--- src/rtl/mem_byte_initiator.sv ---
// Word load/store initiator: splits one aligned word request into big-endian byte
// transactions on a valid/grant memory port and reassembles load bytes into a word.
module mem_byte_initiator #(
  parameter int ADDRESS_WIDTH = 32,
  parameter int DATA          = 32,
  parameter int BPI           = 4,
  parameter int TIMEOUT       = 255
) (
  input  logic                     clk,
  input  logic                     reset,
  input  logic                     req_valid,
  input  logic                     req_write,
  input  logic [ADDRESS_WIDTH-1:0] req_addr,
  input  logic [DATA-1:0]          req_wdata,
  output logic                     req_ready,
  output logic                     stall,
  output logic                     resp_valid,
  output logic [DATA-1:0]          resp_rdata,
  output logic                     resp_err,
  output logic                     mem_req,
  output logic                     mem_we,
  output logic [ADDRESS_WIDTH-1:0] mem_addr,
  output logic [7:0]               mem_wdata,
  input  logic                     mem_gnt,
  input  logic                     mem_rvalid,
  input  logic [7:0]               mem_rdata
);

  localparam int KW = (BPI > 1) ? $clog2(BPI) : 1;
  localparam int TW = (TIMEOUT > 1) ? $clog2(TIMEOUT + 1) : 1;

  typedef enum logic [1:0] {IDLE, ISSUE, WAIT_R, DONE} state_t;

  state_t                   state_q, state_d;
  logic [KW-1:0]            k_q, k_d;
  logic                     write_q, write_d;
  logic                     err_q, err_d;
  logic [ADDRESS_WIDTH-1:0] addr_q, addr_d;
  logic [DATA-1:0]          wdata_q, wdata_d;
  logic [DATA-1:0]          asm_q, asm_d;
  logic [DATA-1:0]          rdata_q, rdata_d;
  logic [TW-1:0]            tmo_q, tmo_d;

  logic                     last_byte;
  logic                     tmo_hit;
  logic                     misaligned;
  logic [DATA-1:0]          wdata_sh;
  logic [DATA-1:0]          rbyte_pos;
  logic [DATA-1:0]          rbyte_mask;
  logic [DATA-1:0]          asm_upd;

  assign last_byte  = (k_q == KW'(BPI - 1));
  assign tmo_hit    = (tmo_q == TW'(TIMEOUT - 1));
  assign misaligned = |req_addr[KW-1:0];

  // Byte k sits k bytes below the MSB, so shifting by 8k brings it to the top.
  assign wdata_sh   = wdata_q << {k_q, 3'b000};
  assign rbyte_pos  = {mem_rdata, {(DATA-8){1'b0}}} >> {k_q, 3'b000};
  assign rbyte_mask = {8'hFF, {(DATA-8){1'b0}}} >> {k_q, 3'b000};
  assign asm_upd    = (asm_q & ~rbyte_mask) | rbyte_pos;

  always_ff @(posedge clk) begin
    if (reset) begin
      state_q <= IDLE;
      k_q     <= '0;
      write_q <= 1'b0;
      err_q   <= 1'b0;
      addr_q  <= '0;
      wdata_q <= '0;
      asm_q   <= '0;
      rdata_q <= '0;
      tmo_q   <= '0;
    end else begin
      state_q <= state_d;
      k_q     <= k_d;
      write_q <= write_d;
      err_q   <= err_d;
      addr_q  <= addr_d;
      wdata_q <= wdata_d;
      asm_q   <= asm_d;
      rdata_q <= rdata_d;
      tmo_q   <= tmo_d;
    end
  end

  always_comb begin
    state_d = state_q;
    k_d     = k_q;
    write_d = write_q;
    err_d   = err_q;
    addr_d  = addr_q;
    wdata_d = wdata_q;
    asm_d   = asm_q;
    rdata_d = rdata_q;
    tmo_d   = tmo_q;

    unique case (state_q)
      IDLE: begin
        if (req_valid) begin
          write_d = req_write;
          addr_d  = req_addr;
          wdata_d = req_wdata;
          k_d     = '0;
          err_d   = misaligned;
          state_d = misaligned ? DONE : ISSUE;
        end
      end
      ISSUE: begin
        if (mem_gnt) begin
          if (!write_q) begin
            state_d = WAIT_R;
          end else if (last_byte) begin
            state_d = DONE;
          end else begin
            k_d = k_q + 1'b1;
          end
        end else if (tmo_hit) begin
          err_d   = 1'b1;
          state_d = DONE;
        end
      end
      WAIT_R: begin
        if (mem_rvalid) begin
          asm_d = asm_upd;
          if (last_byte) begin
            rdata_d = asm_upd;
            state_d = DONE;
          end else begin
            k_d     = k_q + 1'b1;
            state_d = ISSUE;
          end
        end else if (tmo_hit) begin
          err_d   = 1'b1;
          state_d = DONE;
        end
      end
      DONE: begin
        state_d = IDLE;
      end
      default: state_d = IDLE;
    endcase

    // The watchdog restarts on any state change and on every memory handshake.
    if ((state_d != state_q) || ((state_q == ISSUE) && mem_gnt) ||
        ((state_q == WAIT_R) && mem_rvalid)) begin
      tmo_d = '0;
    end else if ((state_q == ISSUE) || (state_q == WAIT_R)) begin
      tmo_d = tmo_q + 1'b1;
    end
  end

  assign req_ready  = (state_q == IDLE);
  assign stall      = (state_q != IDLE);
  assign resp_valid = (state_q == DONE);
  assign resp_err   = (state_q == DONE) & err_q;
  assign resp_rdata = rdata_q;
  assign mem_req    = (state_q == ISSUE);
  assign mem_we     = mem_req & write_q;
  assign mem_addr   = mem_req ? (addr_q + ADDRESS_WIDTH'(k_q)) : '0;
  assign mem_wdata  = mem_req ? wdata_sh[DATA-1 -: 8] : 8'h00;

endmodule

--- config.mk ---
export PLATFORM = sky130hd
export DESIGN_NAME = mem_byte_initiator
export DESIGN_NICKNAME = d
export VERILOG_FILES = /design/src/rtl/mem_byte_initiator.sv
export SDC_FILE = /design/constraint.sdc
export NUM_CORES = 1
export LEC_CHECK = 0
export ABC_AREA = 1
export BUFFER_PORTS_ARGS = -buffer_cell sky130_fd_sc_hd__buf_4
export CAP_MARGIN = 40
export CORE_MARGIN = 2
export CORE_UTILIZATION = 54
export DETAILED_ROUTE_END_ITERATION = 16
export PLACE_DENSITY = 0.84
export SLEW_MARGIN = 25
export SYNTH_ARGS = -nofsm -noshare
export SYNTH_HDL_FRONTEND = slang
export SYNTH_SLANG_ARGS = --single-unit
--- constraint.sdc ---
create_clock -name clk -period 2.8 [get_ports clk]
set_input_delay 0.56 -clock clk [delete_from_list [all_inputs] [get_ports clk]]
set_output_delay 0.56 -clock clk [all_outputs]
set_load 0.01 [all_outputs]
==> flow_metrics.env <==
export IMPL_status="finished, final reports clean"
export IMPL_finalWirelength_um=19560
export IMPL_synth_top_cells_by_area="dfxtp_1, nor2_1, o21ai_0"
export IMPL_track_usage_pct=29.54
export IMPL_clk_latency_ns=0.42
export IMPL_diodes=0
export IMPL_max_cap_violations=0
export IMPL_placed_cell_area_um2=7871
export IMPL_synth_edf_count=0
export IMPL_post_dp_hpwl_um=13230
export IMPL_tightest_slew_ns=0.7363
export IMPL_hold_viol_final=0
export IMPL_fin_util_pct=72.08
export IMPL_rrSetupSlack_ns=0.51
export IMPL_grt_pass1_vias=6369
export IMPL_coreArea_um2=12010
export IMPL_synthArstFlopShare_pct=0
export IMPL_reg2regPathDepth=8
export IMPL_timing_rr_end="k_q[1]"
export IMPL_synth_largest_area_cell="dfxtp_1"
export IMPL_antenna_left=0
export IMPL_switching_share_pct=37.66
export IMPL_p_int_mw=4.717
export IMPL_fin_crit_sh_pct=98.93
export IMPL_critPathMaxStageDelay_ns=0.36
export IMPL_synth_top_area_share_pct=40.40
export IMPL_peakVddDrop_v=0.001363
export IMPL_cp_end_kind="primary output"
export IMPL_cp_arrival_ns=2.21
export IMPL_p_total_mw=7.566
export IMPL_core_rowCount=40
export IMPL_path_clk_slew_ns=0.06
export IMPL_hold_depth=3
export IMPL_final_layout_size_suffix_gt1_share_pct=22.29
export IMPL_switchingPower_mw=2.849
export IMPL_slew_viol_final=0
export IMPL_combPwrFrac_pct=35.1
export IMPL_dpl_worst_slack_ns=0.3503
export IMPL_synth_common_cells="nor2_1, o21ai_0, dfxtp_1, inv_1, nand2_1"
export IMPL_powerDensity_nw_per_um2=873.8
export IMPL_gp_congestion=0.9735
export IMPL_seq_area_frac_synth_pct=40.40
export IMPL_drc=0
export IMPL_stdcell_area_um2=8658
export IMPL_drtIter0Drc=756
export IMPL_final_min_clock_period_ns=2.770
export IMPL_grt_pass1_wl_um=31040
export IMPL_clockPowerShare_pct=30.2
export IMPL_antenna_found_initial=0
export IMPL_crit_fanout=3
export IMPL_cp_cell_sequence="ha_4 -> nand2_1 -> a21oi_2 -> inv_2 -> nor2_4 -> nand2_4 -> nor2_4 -> xor2_1 -> nor2_1 -> buf_4"
export IMPL_pwr_share_seq_pct=34.8
export IMPL_fmax_mhz=361.0
export IMPL_setup_violations=0
export IMPL_area_growth_pct=30.39
export IMPL_r2r_start="state_q[1]"
export IMPL_grt_start_max_net_pins=82
export IMPL_fp_dieH_um=114.9
export IMPL_ys_ff_latch=134
export IMPL_p_leak_nw=3.932
export IMPL_via_per_inst=5.463
export IMPL_vias=7004
export IMPL_clock_sinks=134
export IMPL_slew_headroom_pct=50.84
export IMPL_drtPass1Iterations=6
export IMPL_syn_area_um2=6640
export IMPL_synth_distinct_cells=34
export IMPL_grt_overflow=0
export IMPL_hold_worst_slack_ns=0.3971
export IMPL_dieArea_um2=13200
export IMPL_wl_per_cell_um=15.26
export IMPL_required_ns=2.24
export IMPL_critical_path_most_common_cell="nor2_4"
export IMPL_hold_start="req_wdata[30]"
export IMPL_cts_tree="yes"
export IMPL_initial_core_util_pct=55.28
export IMPL_finClkSkew_ns=0.01105
export IMPL_cts_made_buffers=17
export IMPL_hold_path_class="in2reg"
export IMPL_yosysMostFrequentCell="nor2_1"
export IMPL_htreeDepth=4
export IMPL_worstSetupPathType="reg2out"
export IMPL_synth_ff_type="dfxtp_1"
export IMPL_min_to="wdata_q[30]"
export IMPL_synth_cells=988
export IMPL_crit_path_start_kind="register"
export IMPL_fin_nets=1214
export IMPL_worst_slack_ns=0.02997
export IMPL_die_x_um=114.9
export IMPL_synth_area_per_cell_um2=6.721
export IMPL_rsz0062_at_grt="true"
export IMPL_numPortBuffers=155
export IMPL_hold_buffers=0
export IMPL_synth_fp_nets=1079
export IMPL_cts_root_buffer="clkbuf_16"
export IMPL_io_pins=156
export IMPL_clock_path_buffers=2
export IMPL_critPathSlowestCell="dfxtp_4"
export IMPL_yosys_warnings=0
## final cells by class
type / count / area, µm²
flip-flops and latches: 134 / 2691
fillers: 1003 / 3353
inverters: 111 / 422.9
multi-input cells: 685 / 3436
well taps: 147 / 183.9
repair buffers: 174 / 1319
clock buffers: 20 / 456.7
clock inverters: 11 / 148.9
## power groups by stage
| stage | clock network [mW] | logic (mW) | registers (mW) |
|---|---|---|---|
| 3_3_place_gp | 0 | 2.52 | 2.63 |
| 2_1_floorplan | 0 | 1.80 | 2.56 |
| 5_1_grt | 2.37 | 2.96 | 2.68 |
| 6_report | 2.28 | 2.65 | 2.63 |
| 4_1_cts | 2.29 | 2.60 | 2.61 |
| 3_5_place_dp | 0 | 2.56 | 2.64 |
## worst max-delay path by stage
stage	from	endpoint	cells after the start
after detailed placement	addr_q[0]	mem_addr[26]	12
after CTS	k_q[0]	mem_addr[28]	9
after floorplan	k_q[0]	mem_addr[26]	11
after global routing	k_q[1]	mem_addr[25]	10
after global placement	k_q[0]	mem_addr[26]	12
final	k_q[1]	mem_addr[13]	10
## metrics by stage
stage | cells | setup TNS (ns)
3_3_place_gp | 1246 | 0
2_1_floorplan | 988 | 0
5_1_grt | 1282 | -0.3803
3_5_place_dp | 1246 | 0
6_report | 1282 | 0
4_1_cts | 1278 | 0
## critical path: cells and delay by family (launching register included)
kind                       cells  cell delay, ns
and+or+nand+nor                5            0.52
DFF                            1            0.36
adders and majority gates      1            0.25
xor gates and xnor gates       1            0.18
buffers and inverters          2            0.26
AOI/OAI and AO/OA              1            0.22
## repair_timing
item / CTS / global route
gates resized for setup: 7 / 35
pin swaps: 2 / 10
gates cloned: 0 / 0
setup buffers: 1 / 4
endpoints found under the setup margin: 5 / 19
## registers in the layout, summed over array words and instances, names as in the netlist
signal and count:
addr_q 32, asm_q 24, err_q 1, k_q 2, resp_rdata 32, state_q 2
tmo_q 8, wdata_q 32, write_q 1
## cells in the final DEF, fill, tap and decap left out, types with 2 or more instances in the layout
| cell type | instances |
|---|---|
| clkinv_2 | 2 |
| a211oi_1 | 2 |
| inv_2 | 7 |
| nand2_2 | 8 |
| clkinv_4 | 2 |
| nor3_2 | 6 |
| buf_4 | 173 |
| nor2_1 | 239 |
| nor2_2 | 5 |
| o22ai_1 | 23 |
| dfxtp_2 | 4 |
| nand2_1 | 96 |
| xor2_1 | 15 |
| nand4_1 | 6 |
| dfxtp_1 | 129 |
| or2_1 | 2 |
| nor2_4 | 5 |
| a21oi_1 | 61 |
| clkbuf_16 | 17 |
| bufinv_16 | 3 |
| clkinvlp_4 | 4 |
| a21oi_2 | 2 |
| o21a_1 | 8 |
| inv_1 | 101 |
| nor3_1 | 16 |
| nand3_1 | 14 |
| clkbuf_8 | 2 |
| ha_4 | 2 |
| o21ai_0 | 145 |
| xnor2_1 | 9 |
| nand2_4 | 2 |
| ha_1 | 10 |
## logic make-up after synthesis
kind of cell	count (synthesis)	synth area share [%]
AND/OR/NAND/NOR	403	24.59
AO/OA/AOI/OAI	245	19.45
adder cells (fa/ha/maj)	13	2.563
flip-flops	134	40.40
XOR/XNOR	24	3.166
buffers and inverters	169	9.836
## per-layer routing
metal	GRT usage, %	up-vias	wire length, µm
met1	37.95	3221	8435
met2	49.61	312	9311
met4	9.398	0	340
met3	6.537	31	1475
li1	-	3440	-
met5	0	-	0
Note: power is estimated with default switching activity, not from simulation.
